`config.mk`:
```
export PLATFORM = sky130hd
export DESIGN_NAME = decode_queue
export DESIGN_NICKNAME = d
export VERILOG_FILES = /design/src/rtl/decode_queue_pkg.sv /design/src/rtl/decode_illegal_chk.sv /design/src/rtl/igen.sv /design/src/rtl/decode_queue.sv
export SDC_FILE = /design/constraint.sdc
export NUM_CORES = 1
export LEC_CHECK = 0
export CAP_MARGIN = 15
export CORE_MARGIN = 1.5
export CORE_UTILIZATION = 53
export CTS_BUF_LIST = sky130_fd_sc_hd__clkbuf_8
export DETAILED_ROUTE_END_ITERATION = 10
export MAX_ROUTING_LAYER = met4
export PLACE_DENSITY_LB_ADDON = 0.12
export SYNTH_ARGS = -nofsm -noshare
export SYNTH_HDL_FRONTEND = slang
export SYNTH_SLANG_ARGS = --single-unit
```
`constraint.sdc`:
```
create_clock -name clk -period 4.8 [get_ports clk]
set_input_delay 1.2 -clock clk [delete_from_list [all_inputs] [get_ports clk]]
set_output_delay 1.2 -clock clk [all_outputs]
set_load 0.02 [all_outputs]
```
`src/rtl/decode_queue_pkg.sv`:
```
// Shared constants for the decode queue: reset values, RV32I opcodes and the queue entry type.
package decode_queue_pkg;

    localparam int XLEN = 32;

    localparam logic [XLEN-1:0] IMEM_BASE_ADDR = 32'h0100_0000;
    localparam logic [XLEN-1:0] INSN_NOP       = 32'h0000_0013;

    localparam logic [6:0] OPC_LUI      = 7'b0110111;
    localparam logic [6:0] OPC_AUIPC    = 7'b0010111;
    localparam logic [6:0] OPC_JAL      = 7'b1101111;
    localparam logic [6:0] OPC_JALR     = 7'b1100111;
    localparam logic [6:0] OPC_BRANCH   = 7'b1100011;
    localparam logic [6:0] OPC_LOAD     = 7'b0000011;
    localparam logic [6:0] OPC_STORE    = 7'b0100011;
    localparam logic [6:0] OPC_OP_IMM   = 7'b0010011;
    localparam logic [6:0] OPC_OP       = 7'b0110011;
    localparam logic [6:0] OPC_MISC_MEM = 7'b0001111;
    localparam logic [6:0] OPC_SYSTEM   = 7'b1110011;

    localparam logic [6:0] FUNCT7_ZERO = 7'b0000000;
    localparam logic [6:0] FUNCT7_ALT  = 7'b0100000;

    typedef struct packed {
        logic [XLEN-1:0] pc;
        logic [XLEN-1:0] insn;
    } entry_t;

endpackage

```
`src/rtl/decode_illegal_chk.sv`:
```
// Combinational RV32I legality check on opcode/funct3/funct7 of one instruction.
module decode_illegal_chk
    import decode_queue_pkg::*;
(
    input  logic [31:0] insn_i,
    output logic        illegal_o
);

    logic [6:0] opcode;
    logic [2:0] funct3;
    logic [6:0] funct7;
    logic       unusedBits;

    assign opcode     = insn_i[6:0];
    assign funct3     = insn_i[14:12];
    assign funct7     = insn_i[31:25];
    assign unusedBits = ^{insn_i[24:15], insn_i[11:7]};

    always_comb begin
        illegal_o = 1'b0;
        case (opcode)
            OPC_LUI, OPC_AUIPC, OPC_JAL, OPC_MISC_MEM, OPC_SYSTEM:
                illegal_o = 1'b0;
            OPC_JALR:
                illegal_o = (funct3 != 3'b000);
            OPC_BRANCH:
                illegal_o = (funct3 == 3'b010) || (funct3 == 3'b011);
            OPC_LOAD:
                illegal_o = (funct3 == 3'b011) || (funct3 == 3'b110) || (funct3 == 3'b111);
            OPC_STORE:
                illegal_o = (funct3 > 3'b010);
            OPC_OP:
                illegal_o = ((funct7 != FUNCT7_ZERO) && (funct7 != FUNCT7_ALT))
                         || ((funct7 == FUNCT7_ALT) && (funct3 != 3'b000) && (funct3 != 3'b101));
            OPC_OP_IMM:
                // Only the shift encodings constrain the upper bits.
                illegal_o = ((funct3 == 3'b001) && (funct7 != FUNCT7_ZERO))
                         || ((funct3 == 3'b101) && (funct7 != FUNCT7_ZERO) && (funct7 != FUNCT7_ALT));
            default:
                illegal_o = 1'b1;
        endcase
    end

endmodule

```
`src/rtl/igen.sv`:
```
// RV32I immediate generator: sign-extended immediate selected by the instruction format.
module igen
    import decode_queue_pkg::*;
(
    input  logic [31:0] insn_i,
    output logic [31:0] imm_o
);

    always_comb begin
        imm_o = '0;
        case (insn_i[6:0])
            OPC_LUI, OPC_AUIPC:
                imm_o = {insn_i[31:12], 12'b0};
            OPC_JAL:
                imm_o = {{12{insn_i[31]}}, insn_i[19:12], insn_i[20], insn_i[30:21], 1'b0};
            OPC_JALR, OPC_LOAD, OPC_OP_IMM:
                imm_o = {{20{insn_i[31]}}, insn_i[31:20]};
            OPC_STORE:
                imm_o = {{20{insn_i[31]}}, insn_i[31:25], insn_i[11:7]};
            OPC_BRANCH:
                imm_o = {{20{insn_i[31]}}, insn_i[7], insn_i[30:25], insn_i[11:8], 1'b0};
            default:
                imm_o = '0;
        endcase
    end

endmodule

```
`src/rtl/decode_queue.sv`:
```
// DEPTH-entry fetch->execute instruction queue with RV32I decode of the head entry.
// Defining DECODE_QUEUE_PERF_EN adds decoded/stall event counters.
module decode_queue
    import decode_queue_pkg::*;
#(
    parameter int DWIDTH = 32,
    parameter int AWIDTH = 32,
    parameter int DEPTH  = 2
) (
    input  logic                       clk,
    input  logic                       rst_n,
    input  logic                       flush_i,
    input  logic                       in_valid_i,
    output logic                       in_ready_o,
    input  logic [AWIDTH-1:0]          pc_i,
    input  logic [DWIDTH-1:0]          insn_i,
    output logic                       out_valid_o,
    input  logic                       out_ready_i,
    output logic [AWIDTH-1:0]          pc_o,
    output logic [DWIDTH-1:0]          insn_o,
    output logic [6:0]                 opcode_o,
    output logic [4:0]                 rd_o,
    output logic [2:0]                 funct3_o,
    output logic [4:0]                 rs1_o,
    output logic [4:0]                 rs2_o,
    output logic [4:0]                 shamt_o,
    output logic [6:0]                 funct7_o,
    output logic [DWIDTH-1:0]          imm_o,
    output logic                       illegal_o,
    output logic [$clog2(DEPTH+1)-1:0] count_o
`ifdef DECODE_QUEUE_PERF_EN
    ,
    output logic [31:0]                decoded_cnt_o,
    output logic [31:0]                stall_cnt_o
`endif
);

    localparam int PW = $clog2(DEPTH);
    localparam int CW = $clog2(DEPTH+1);

    entry_t          slots_q [DEPTH];
    logic [PW-1:0]   rdPtr_q, rdPtr_d;
    logic [PW-1:0]   wrPtr_q, wrPtr_d;
    logic [CW-1:0]   count_q, count_d;
    logic            push, pop;
    logic            headIllegal;
    entry_t          head;

    assign in_ready_o  = (count_q != CW'(DEPTH));
    assign out_valid_o = (count_q != '0);
    assign push        = in_valid_i & in_ready_o & ~flush_i;
    assign pop         = out_valid_o & out_ready_i & ~flush_i;

    always_comb begin
        rdPtr_d = rdPtr_q;
        wrPtr_d = wrPtr_q;
        count_d = count_q;
        if (flush_i) begin
            rdPtr_d = wrPtr_q;
            count_d = '0;
        end else begin
            if (push) wrPtr_d = wrPtr_q + PW'(1);
            if (pop)  rdPtr_d = rdPtr_q + PW'(1);
            count_d = count_q + CW'(push) - CW'(pop);
        end
    end

    always_ff @(posedge clk or negedge rst_n) begin
        if (!rst_n) begin
            rdPtr_q <= '0;
            wrPtr_q <= '0;
            count_q <= '0;
        end else begin
            rdPtr_q <= rdPtr_d;
            wrPtr_q <= wrPtr_d;
            count_q <= count_d;
        end
    end

    always_ff @(posedge clk or negedge rst_n) begin
        if (!rst_n) begin
            for (int i = 0; i < DEPTH; i++) begin
                slots_q[i] <= '{pc: IMEM_BASE_ADDR, insn: INSN_NOP};
            end
        end else if (push) begin
            slots_q[wrPtr_q] <= '{pc: pc_i, insn: insn_i};
        end
    end

    // An empty queue presents a NOP so downstream decode never sees stale bits.
    assign head     = slots_q[rdPtr_q];
    assign pc_o     = head.pc;
    assign insn_o   = out_valid_o ? head.insn : INSN_NOP;
    assign opcode_o = insn_o[6:0];
    assign rd_o     = insn_o[11:7];
    assign funct3_o = insn_o[14:12];
    assign rs1_o    = insn_o[19:15];
    assign rs2_o    = insn_o[24:20];
    assign shamt_o  = insn_o[24:20];
    assign funct7_o = insn_o[31:25];
    assign count_o  = count_q;

    igen u_igen (
        .insn_i (insn_o),
        .imm_o  (imm_o)
    );

    decode_illegal_chk u_illegal_chk (
        .insn_i    (insn_o),
        .illegal_o (headIllegal)
    );

    assign illegal_o = headIllegal & out_valid_o;

`ifdef DECODE_QUEUE_PERF_EN
    logic [31:0] decodedCnt_q;
    logic [31:0] stallCnt_q;

    always_ff @(posedge clk or negedge rst_n) begin
        if (!rst_n) begin
            decodedCnt_q <= '0;
            stallCnt_q   <= '0;
        end else begin
            if (pop)                         decodedCnt_q <= decodedCnt_q + 32'd1;
            if (out_valid_o && !out_ready_i) stallCnt_q   <= stallCnt_q + 32'd1;
        end
    end

    assign decoded_cnt_o = decodedCnt_q;
    assign stall_cnt_o   = stallCnt_q;
`endif

endmodule

```
==> impl_results.md, run 1 <==
* Antenna Nets Post-Route at 0
* Max Slew Vio Count at 0
* Initial antenna violation count at 0
* GR Layer Usage met2 at a little under half
* Slew HR at around a third
* Post-Syn Area at ~7000 um^2
* Pwr dens at between 700 and 800 nW/um^2
* Grt peak-use layer: met2
* Fillcell total at a little under 1000
* CP startpoint kind: flip-flop
* Yosys warns at 0
* CTS tree: done
* Hold EP: slots_q[16]
* GPL Wtd Cong at roughly 0.94
* Core Util, Final at approximately three quarters
* Total negative slack at 0 ps
* Hold Path Depth at 1
* Drt total wl at 17.6 mm
* Clk_lat worst skew at roughly 420 ps
* Critical R2R Launch: count_o[0]
* CTS root buf: clkbuf_8
* 1st-iter DRT viols at around 230
* H-tree levels at 4
* Global Route Usage Sum at a little over a quarter
* Share of layout cells above drive strength 1 at 33.4%
* WP data required at between 3000 and 4000 ps
* DIE HEIGHT at 118 um
* Reg2reg path depth at 6
* #FFs+latches synth at between 100 and 150
* Die Wd at between 100 and 150 um
* Critical Path AT at about 3300 ps
* Number of synthesized flops with an enable pin at 0
* Via count at roughly 5000
* Sink Count at between 100 and 150
* Cell row count at 41
* Most frequent cells in the layout: 205 x clkdlybuf4s50_1, 169 x mux2_2, 123 x dfrtp_1
* Worst Hold Class: flip-flop to flip-flop
* Synth-to-layout area growth at 33.4%
* Slew @ Worst Pin at 979 ps
* Post-DP HPWL at between 10 and 15 mm
* Max Fclk at ~0.22 GHz
* Worst clock skew at between 5 and 6 ps
* Initial DRT Pass Iterations at 4
* Final Setup Violations at 0
* Largest net degree at the start of global routing at between 70 and 80
* Multi-input logic area at around 3100 um^2
* Vias/cell at between 5 and 6
* Overflow after GRT at 0
* Kind of end point of the critical path: primary output
* Vias in the first global route at 5493
* # DRC at 0
* Min Tclk post-route at ~4500 ps
* Crit Path Category: flip-flop to primary output
* Hold Violations, Final at 0
* Clock slew at reported path FFs at ~70 ps
* Max Cap Viol at 0
* First-pass GRT wire length at about 29 mm
* Reg2Reg Setup Slack at between 2000 and 2500 ps
* ANT cells at 0
* I/O Pins at about 210
* Hold Crit Start: slots_q[16]
* Syn_nets at 632
* Met1 Use GR at 31.6%
* Final period util at 94.6%
* Post-synth cell types at 59
* Synthesized netlist cell count at between 500 and 600
* PortBufs at between 200 and 250
* Outcome: finished, final reports clean
* Total core area at 12700 um^2
* Mapped Avg Cell Area at approximately 12 um^2
* Dominant synthesized flop cell: dfrtp_1
* Async SR Flop Fraction at between 90% and 100%
* GR Layer Usage met3 at around 7.7%
* Nets at around 800
* Die area at 13800 um^2
* Initial Utilization at between 50% and 60%
* Sequential area share after synthesis at a little under half
* R2r endpoint: slots_q[12]
* Commonest non-fill, non-tap cell in the layout: clkdlybuf4s50_1
* Count of hold-fix buffers inserted at cts at 0
* RSZ-0062 raised after global routing: false
* VDD IR-drop max at around 0.44 mV
* Leakage power at between 3 and 4 nW
* WL per Instance at around 19 um
* Critical Path Fanout Max at 13
* Bufs on Longest Clock Path at 2
* Total CTS buffers at 17
* Register area at roughly 3300 um^2
## cells in the mapped netlist, types with 3 or more instances
| library cell | n | area share (%) |
|---|---|---|
| a21oi_1 | 7 | 0.50 |
| o31ai_2 | 4 | 0.72 |
| mux2i_2 | 3 | 0.59 |
| mux2i_1 | 20 | 2.9 |
| nand2_1 | 21 | 1.1 |
| mux2_2 | 169 | 27 |
| buf_1 | 3 | 0.16 |
| o21ai_1 | 10 | 0.72 |
| nor3_1 | 11 | 0.79 |
| buf_4 | 38 | 4.1 |
| buf_2 | 19 | 1.4 |
| inv_1 | 16 | 0.86 |
| dfrtp_1 | 124 | 45 |
| o31ai_1 | 8 | 0.86 |
| nand3_1 | 4 | 0.29 |
| clkbuf_1 | 5 | 0.27 |
| nor2_1 | 28 | 1.5 |
| dfstp_2 | 8 | 3.0 |
| o21ai_0 | 9 | 0.65 |
## kinds of logic after synthesis
| kind of cell | Yosys count | synth area share [%] |
|---|---|---|
| and+or+nand+nor | 81 | 5.66 |
| xor gates and xnor gates | 4 | 0.503 |
| adders and majority gates | 2 | 0.359 |
| AOI/OAI and AO/OA | 60 | 6.47 |
| buffers and inverters | 86 | 7.71 |
| DFF | 132 | 47.6 |
| muxes | 196 | 31.7 |
## state kept, by name, indices dropped and copies added (netlist names)
| signal | count |
|---|---|
| slots_q | 128 |
| count_o | 2 |
| rdPtr_q | 1 |
| wrPtr_q | 1 |
## timing repair
item | CTS | global route
gates resized for setup | 1 | 2
setup buffers | 0 | 1
pin swaps | 0 | 0
setup endpoints to repair | 3 | 24
## metal layers
metal | up-vias | share of wire (%)
met5 | - | 0
met4 | 0 | 1.1
met3 | 20 | 6.8
met2 | 197 | 50
met1 | 2523 | 42
li1 | 2305 | -
## worst max-delay path, stage by stage, from the launching register on
cell,delay [ps]
dfrtp_4,540
buf_6,240
mux2_1,390
nand2_1,210
inv_1,150
nor3_2,290
nor2_1,80
buf_4,180
nor3_1,190
clkdlybuf4s50_1,640
## how the worst max path moves through the flow
stage,from,to,slack (ps),cells past startpoint
2_1_floorplan,count_o[1],imm_o[13],1300,8
3_3_place_gp,rdPtr_q,illegal_o,390,7
3_5_place_dp,rdPtr_q,imm_o[24],420,7
4_1_cts,rdPtr_q,illegal_o,40,7
5_1_grt,rdPtr_q,imm_o[15],10,7
6_report,rdPtr_q,imm_o[6],260,9
## final cells by class
cell class              count  share of cell area, %
clock inverters            11                   1.12
clock buffers              19                   2.82
multi-input cells         343                   33.7
repair buffers            221                   23.7
well taps                 172                   2.32
flip-flops and latches    132                   35.7
inverters                  17                  0.687
## per-stage QoR
step / setup slack [ps] / cell area (um^2) / total power [mW] / instances / hold slack (ps)
after floorplan: 1300 / 6960 / 4.51 / 561 / 474
after global placement: 394 / 8910 / 5.79 / 884 / 480
after detailed placement: 423 / 8910 / 5.92 / 884 / 492
after CTS: 41.8 / 9280 / 6.81 / 914 / 509
after global routing: 13.9 / 9290 / 7.16 / 915 / 515
final: 257 / 9290 / 6.78 / 915 / 504
## power by group
group          internal, mW  switching, mW  leakage (nW)
clock                 0.433          0.429         0.184
combinational          1.94           1.93          2.07
sequential             1.70          0.343          1.56
Power figures use the tool's default switching activity.
==> inputs of run 2 (changes only) <==
==> constraint.sdc (replaced) <==
create_clock -name clk -period 4.8 [get_ports clk]
set_input_delay 0.96 -clock clk [delete_from_list [all_inputs] [get_ports clk]]
set_output_delay 0.96 -clock clk [all_outputs]
set_load 0.02 [all_outputs]
==> impl_results.md, run 2 (same netlist as run 1, synthesis figures left out) <==
* Core Util, Final at 73.3% (+0.31 points)
* Max Cap Viol at 0 (unchanged)
* Worst clock skew at 9.21 ps (+3.73 ps)
* Pwr dens at 739 nW/um^2 (+1.2%)
* Slew HR at 32.5% (-2.3 points)
* VDD IR-drop max at 0.569 mV (+29%)
* Critical Path Fanout Max at 19 (+6)
* Most frequent cells in the layout: 205 x clkdlybuf4s50_1, 169 x mux2_2, 123 x dfrtp_1
* Nets at 798 (-0.62%)
* Share of layout cells above drive strength 1 at 33.0% (-0.41 points)
* Crit-path cells: mux2_2, a31oi_1, nor3_2, o21ai_1, o21ai_1, clkdlybuf4s50_1
* Kind of end point of the critical path: primary output
* Hold Violations, Final at 0 (unchanged)
* I/O Pins at 207 (unchanged)
* Clk_lat worst skew at 450 ps (+30 ps)
* WL per Instance at 19.3 um (+0.29%)
* Clock slew at reported path FFs at 70 ps (about the same)
* WP data required at 3840 ps (+240 ps)
* Crit Path Category: flip-flop to primary output
* Met1 Use GR at 33.2% (+1.6 points)
* CP startpoint kind: flip-flop
* Initial Utilization at 54.7% (unchanged)
* Total CTS buffers at 17 (unchanged)
* # DRC at 0 (unchanged)
* Worst path max stage delay at 810 ps (+170 ps)
* Top reg by flops: slots_q
* Bufs on Longest Clock Path at 2 (unchanged)
* CTS root buf: clkbuf_8
* Vias/cell at 5.57 (+0.95%)
* Die Wd at 118 um (unchanged)
* Synth-to-layout area growth at 34.0%
* PortBufs at 206 (unchanged)
* Leakage power at 3.82 nW (+0.33%)
* Global Route Usage Sum at 26.9% (about the same)
* ANT cells at 0 (unchanged)
* Grt peak-use layer: met2
* GR Layer Usage met3 at 8.04% (+0.34 points)
* 1st-iter DRT viols at 275 (+22%)
* Drt total wl at 17.6 mm (about the same)
* Final period util at 95.2% (+0.57 points)
* Critical Path AT at 3610 ps (+270 ps)
* Vias in the first global route at 5242 (-4.6%)
* Die area at 13800 um^2 (unchanged)
* DIE HEIGHT at 118 um (unchanged)
* Initial DRT Pass Iterations at 4 (unchanged)
* Slew @ Worst Pin at 1010 ps (+27.3 ps)
* Antenna Nets Post-Route at 0 (unchanged)
* RSZ-0062 raised after global routing: false
* First-pass GRT wire length at 28.3 mm (-1.1%)
* GR Layer Usage met2 at 43.0% (-2.6 points)
* Commonest non-fill, non-tap cell in the layout: clkdlybuf4s50_1
* Final Total Pwr at 6.89 mW (+1.6%)
* Buf+Inv Stages, Crit Path at 1 (-3)
* Crit-path leading delay family: compound AO/OA/AOI/OAI gates
* GPL Wtd Cong at 0.917 (-2.0%)
* Max Slew Vio Count at 0 (unchanged)
* Cell row count at 41 (unchanged)
* Worst path slowest cell: o21ai_1
* Max Fclk at 0.219 GHz (-0.60%)
* Outcome: finished, final reports clean
* Min Tclk post-route at 4570 ps (+27.6 ps)
* Total negative slack at 0 ps (unchanged)
* Worst Hold Class: flip-flop to flip-flop
* CTS tree: done
* Total core area at 12700 um^2 (unchanged)
* Largest net degree at the start of global routing at 72 (-5.3%)
* Final Setup Violations at 0 (unchanged)
* Max reg flops at 128 (unchanged)
* Initial antenna violation count at 0 (unchanged)
* Sink Count at 132 (unchanged)
* Overflow after GRT at 0 (unchanged)
* Post-DP HPWL at 12.5 mm (-4.1%)
* Most used cell, CP: o21ai_1
* H-tree levels at 4 (unchanged)
* Via count at 5076 (+0.61%)
* Fillcell total at 905 (-6.5%)
## run 2: changes by cell type in the layout (fill, tap and decap cells not counted), sizes merged
cell | previous run | this run
clkinvlp | 2 | 1
bufinv | 1 | 3
inv | 19 | 21
buf | 16 | 11
clkinv | 6 | 5
## run 2: layout make-up
type	count	area [um^2]	share of cell area, %
well taps	172	215	2.31
flip-flops and latches	132	3320	35.6
clock buffers	19	262	2.80
clock inverters	13	169	1.81
multi-input cells	343	3120	33.5
inverters	17	63.8	0.684
repair buffers	216	2180	23.4
## run 2: layer usage
layer	vias up	wire, um
met5	-	0
met1	2557	7610
met4	0	285
li1	2301	-
met3	28	1180
met2	190	8530
## run 2: final timing paths
path / from / endpoint / slack, ps / depth (start not counted)
setup reg to reg: count_o[0] / slots_q[90] / 2480 / 5
setup / recovery: rdPtr_q / imm_o[20] / 230 / 6
hold / removal: slots_q[80] / slots_q[80] / 500 / 1
max in group asynchronous: rst_n / slots_q[56] / 3300 / 2
min in group asynchronous: rst_n / slots_q[7] / 630 / 1
hold reg to reg: slots_q[80] / slots_q[80] / 500 / 1
## run 2: report_power, final
group	internal (mW)	switching (mW)	leakage [nW]	total, mW
Combinational	1.92	1.91	2.04	3.83
Clock	0.548	0.454	0.217	1.00
Sequential	1.70	0.355	1.56	2.06
## run 2: repair_timing
action                                  in CTS  in global routing
endpoints found under the setup margin       0                 14
buffers inserted                             0                  1
hold buffers                                 0                  0
resized for setup                            0                  1
## run 2: worst reg2reg max path: stages (launching register included)
cell and delay, ps:
dfrtp_1 430, nand2b_1 150, nand3b_1 210, nor2_4 670, buf_12 340, mux2_2 410
## run 2: metrics by stage
stage | instances | worst slack, ps | cell area [um^2] | hold slack [ps]
after floorplan | 561 | 1540 | 6960 | 474
after global placement | 879 | 497 | 8880 | 481
after detailed placement | 879 | 582 | 8880 | 489
after CTS | 911 | 77.2 | 9310 | 508
after global routing | 912 | 60.6 | 9330 | 516
final | 912 | 230 | 9330 | 504
==> inputs of run 3 (changes only) <==
--- a/config.mk
+++ b/config.mk
@@ -11,7 +11,8 @@
 export CTS_BUF_LIST = sky130_fd_sc_hd__clkbuf_8
 export DETAILED_ROUTE_END_ITERATION = 10
 export MAX_ROUTING_LAYER = met4
-export PLACE_DENSITY_LB_ADDON = 0.12
+export PLACE_DENSITY = 0.88
 export SYNTH_ARGS = -nofsm -noshare
 export SYNTH_HDL_FRONTEND = slang
+export SYNTH_HIERARCHICAL = 1
 export SYNTH_SLANG_ARGS = --single-unit
==> impl_results.md, run 3 <==
* Total CTS buffers at 17 (unchanged)
* Max Cap Viol at 0 (unchanged)
* Sequential area share after synthesis at 46.7% (-0.86 points)
* Finished Layout Cells at 892 (-2.2%)
* Largest net degree at the start of global routing at 98 (+36%)
* Vias in the first global route at 5102 (-2.7%)
* Critical Path Fanout Max at 27 (+8)
* Max reg flops at 128 (unchanged)
* Cell with the most instances after synthesis: dfrtp_1
* Count of hold-fix buffers inserted at cts at 0 (unchanged)
* Mapped Avg Cell Area at 13.4 um^2 (+8.0%)
* Most frequent cells after synthesis: 124 x dfrtp_1, 95 x mux2_2, 61 x mux2_4
* CTS root buf: clkbuf_8
* DIE HEIGHT at 119 um (+0.89%)
* Worst Hold Class: flip-flop to flip-flop
* Final Total Pwr at 6.59 mW (-4.3%)
* Post-Syn Area at 7090 um^2 (+1.8%)
* Reg2reg path depth at 4 (-1)
* Hold Path Depth at 1 (unchanged)
* #FFs+latches synth at 132 (unchanged)
* Nets at 773 (-3.1%)
* PortBufs at 206 (unchanged)
* Placed Cells at 859 (-2.3%)
* RSZ-0062 raised after global routing: false
* Post-synth cell types at 52 (-12%)
* Grt peak-use layer: met2
* Critical Path AT at 3640 ps (+30 ps)
* Initial DRT Pass Iterations at 5 (+1)
* Synth-to-layout area growth at 32.2%
* Drt total wl at 16.9 mm (-3.7%)
* Syn_nets at 600 (-5.1%)
* Global Route Usage Sum at 25.5% (-1.5 points)
* Most frequent cells in the layout: 205 x clkdlybuf4s50_1, 123 x dfrtp_1, 95 x mux2_2
* First-pass GRT wire length at 27.4 mm (-3.4%)
* Min Tclk post-route at 4600 ps (+26.4 ps)
* Leakage power at 4.19 nW (+9.7%)
* 1st-iter DRT viols at 255 (-7.3%)
* Share of layout cells above drive strength 1 at 31.6% (-1.4 points)
* Slew @ Worst Pin at 861 ps (-145 ps)
* Synthesized netlist cell count at 529 (-5.7%)
* Crit Path Category: flip-flop to primary output
* GPL Wtd Cong at 0.882 (-3.9%)
* H-tree levels at 4 (unchanged)
* I/O Pins at 207 (unchanged)
* Slew HR at 42.6% (+10 points)
* Sink Count at 132 (unchanged)
* Met1 Use GR at 30.6% (-2.6 points)
* Clock slew at reported path FFs at 70 ps (about the same)
* Total core area at 13100 um^2 (+3.3%)
* Yosys warns at 6 (+6)
* Reg2Reg Setup Slack at 2690 ps (+210 ps)
* Die Wd at 119 um (+0.89%)
* WP data required at 3840 ps (about the same)
* Setup Fix Bufs, Post-CTS at 0 (unchanged)
* Overflow after GRT at 0 (unchanged)
* Max Slew Vio Count at 0 (unchanged)
* Post-synth top area share at 43.8% (-0.80 points)
* Total negative slack at 0 ps (unchanged)
* Clk_lat worst skew at 410 ps (-40 ps)
* Hold Violations, Final at 0 (unchanged)
* Critical R2R Launch: count_o[0]
* Bufs on Longest Clock Path at 2 (unchanged)
* Max Fclk at 0.218 GHz (-0.57%)
* Initial Utilization at 54.0% (-0.76 points)
* Via count at 4754 (-6.3%)
* VDD IR-drop max at 0.482 mV (-15%)
* Die area at 14100 um^2 (+1.8%)
* # DRC at 0 (unchanged)
* Final period util at 95.8% (+0.55 points)
* R2r endpoint: slots_q[31]
* Resized Gates After CTS at 0 (unchanged)
* Commonest non-fill, non-tap cell in the layout: clkdlybuf4s50_1
* Hold Crit Start: slots_q[69]
* Initial antenna violation count at 1 (+1)
* Dominant synthesized flop cell: dfrtp_1
* GR Layer Usage met2 at 42.8% (-0.18 points)
* Pwr dens at 704 nW/um^2 (-4.7%)
* Vias/cell at 5.33 (-4.2%)
* Cell row count at 42 (+2.4%)
* GR Layer Usage met3 at 6.47% (-1.6 points)
* Post-DP HPWL at 12.2 mm (-2.6%)
* Final Setup Violations at 0 (unchanged)
* CTS tree: done
* Worst clock skew at 13.0 ps (+3.83 ps)
* CP startpoint kind: flip-flop
* Core Util, Final at 71.3% (-2.0 points)
* Kind of end point of the critical path: primary output
* Yosys top cell by area: dfrtp_1
* Outcome: finished, final reports clean
* Worst Slack Setup Final at 203 ps (-26.4 ps)
* WL per Instance at 19.0 um (-1.6%)
* Number of synthesized flops with an enable pin at 0 (unchanged)
* Dpl ws at 729 ps (+146 ps)
* Dominant cells by area after synthesis: dfrtp_1 44%, mux2_2 15%, mux2_4 13%
* Hold EP: slots_q[69]
* Antenna Nets Post-Route at 0 (unchanged)
* Top reg by flops: slots_q
* Async SR Flop Fraction at 100% (unchanged)
==> run 3: kinds of logic (layout without fill, tap and decap cells) <==
family,after synthesis,in the layout,synth area share (%)
flip-flops,132,132,46.7
XOR/XNOR,4,4,0.494
adder cells (fa/ha/maj),2,2,0.353
buffers and inverters,69,255,7.53
AND/OR/NAND/NOR,82,82,6.48
other,0,1,0
multiplexers,194,194,33.5
AO/OA/AOI/OAI,46,46,4.96
==> run 3: final cells by class <==
type	instances	area (um^2)
Clock inverter	14	150
Antenna cell	1	2.50
Clock buffer	18	248
Multi-Input combinational cell	328	3250
Tap cell	176	220
Timing Repair Buffer	218	2170
Sequential cell	132	3320
Inverter	5	18.8
Fill cell	910	3770
==> run 3: worst max-delay path by stage <==
stage / start / endpoint / cells after the start
after floorplan: count_o[0] / imm_o[31] / 9
after global placement: rdPtr_q / imm_o[2] / 6
after detailed placement: rdPtr_q / imm_o[2] / 6
after CTS: rdPtr_q / imm_o[2] / 6
after global routing: rdPtr_q / imm_o[2] / 6
final: rdPtr_q / imm_o[2] / 6
==> run 3: metrics by stage <==
step / hold slack (ps) / instance area (um^2)
finish: 491 / 9370
global route: 508 / 9370
CTS: 495 / 9370
detailed placement: 476 / 8970
global placement: 464 / 8970
floorplan: 454 / 7090
==> run 3: worst max-delay path, stage by stage (launching register included) <==
cell and delay [ps]:
dfrtp_4 690, mux2i_1 150, nor2_1 650, nand4b_1 390, nor3_1 490, a22o_1 230, clkdlybuf4s50_1 610
==> run 3: layer usage <==
metal,part of all wire [%],vias to the layer above
li1,-,2174
met3,6.1,21
met1,42,2366
met2,50,193
met4,1.3,0
met5,0,-
==> run 3: power breakdown <==
group          internal, mW  total [mW]  switching, mW
registers              1.70        2.06          0.359
clock network         0.480       0.931          0.451
logic                  1.94        3.60           1.66
total                  4.12        6.59           2.47
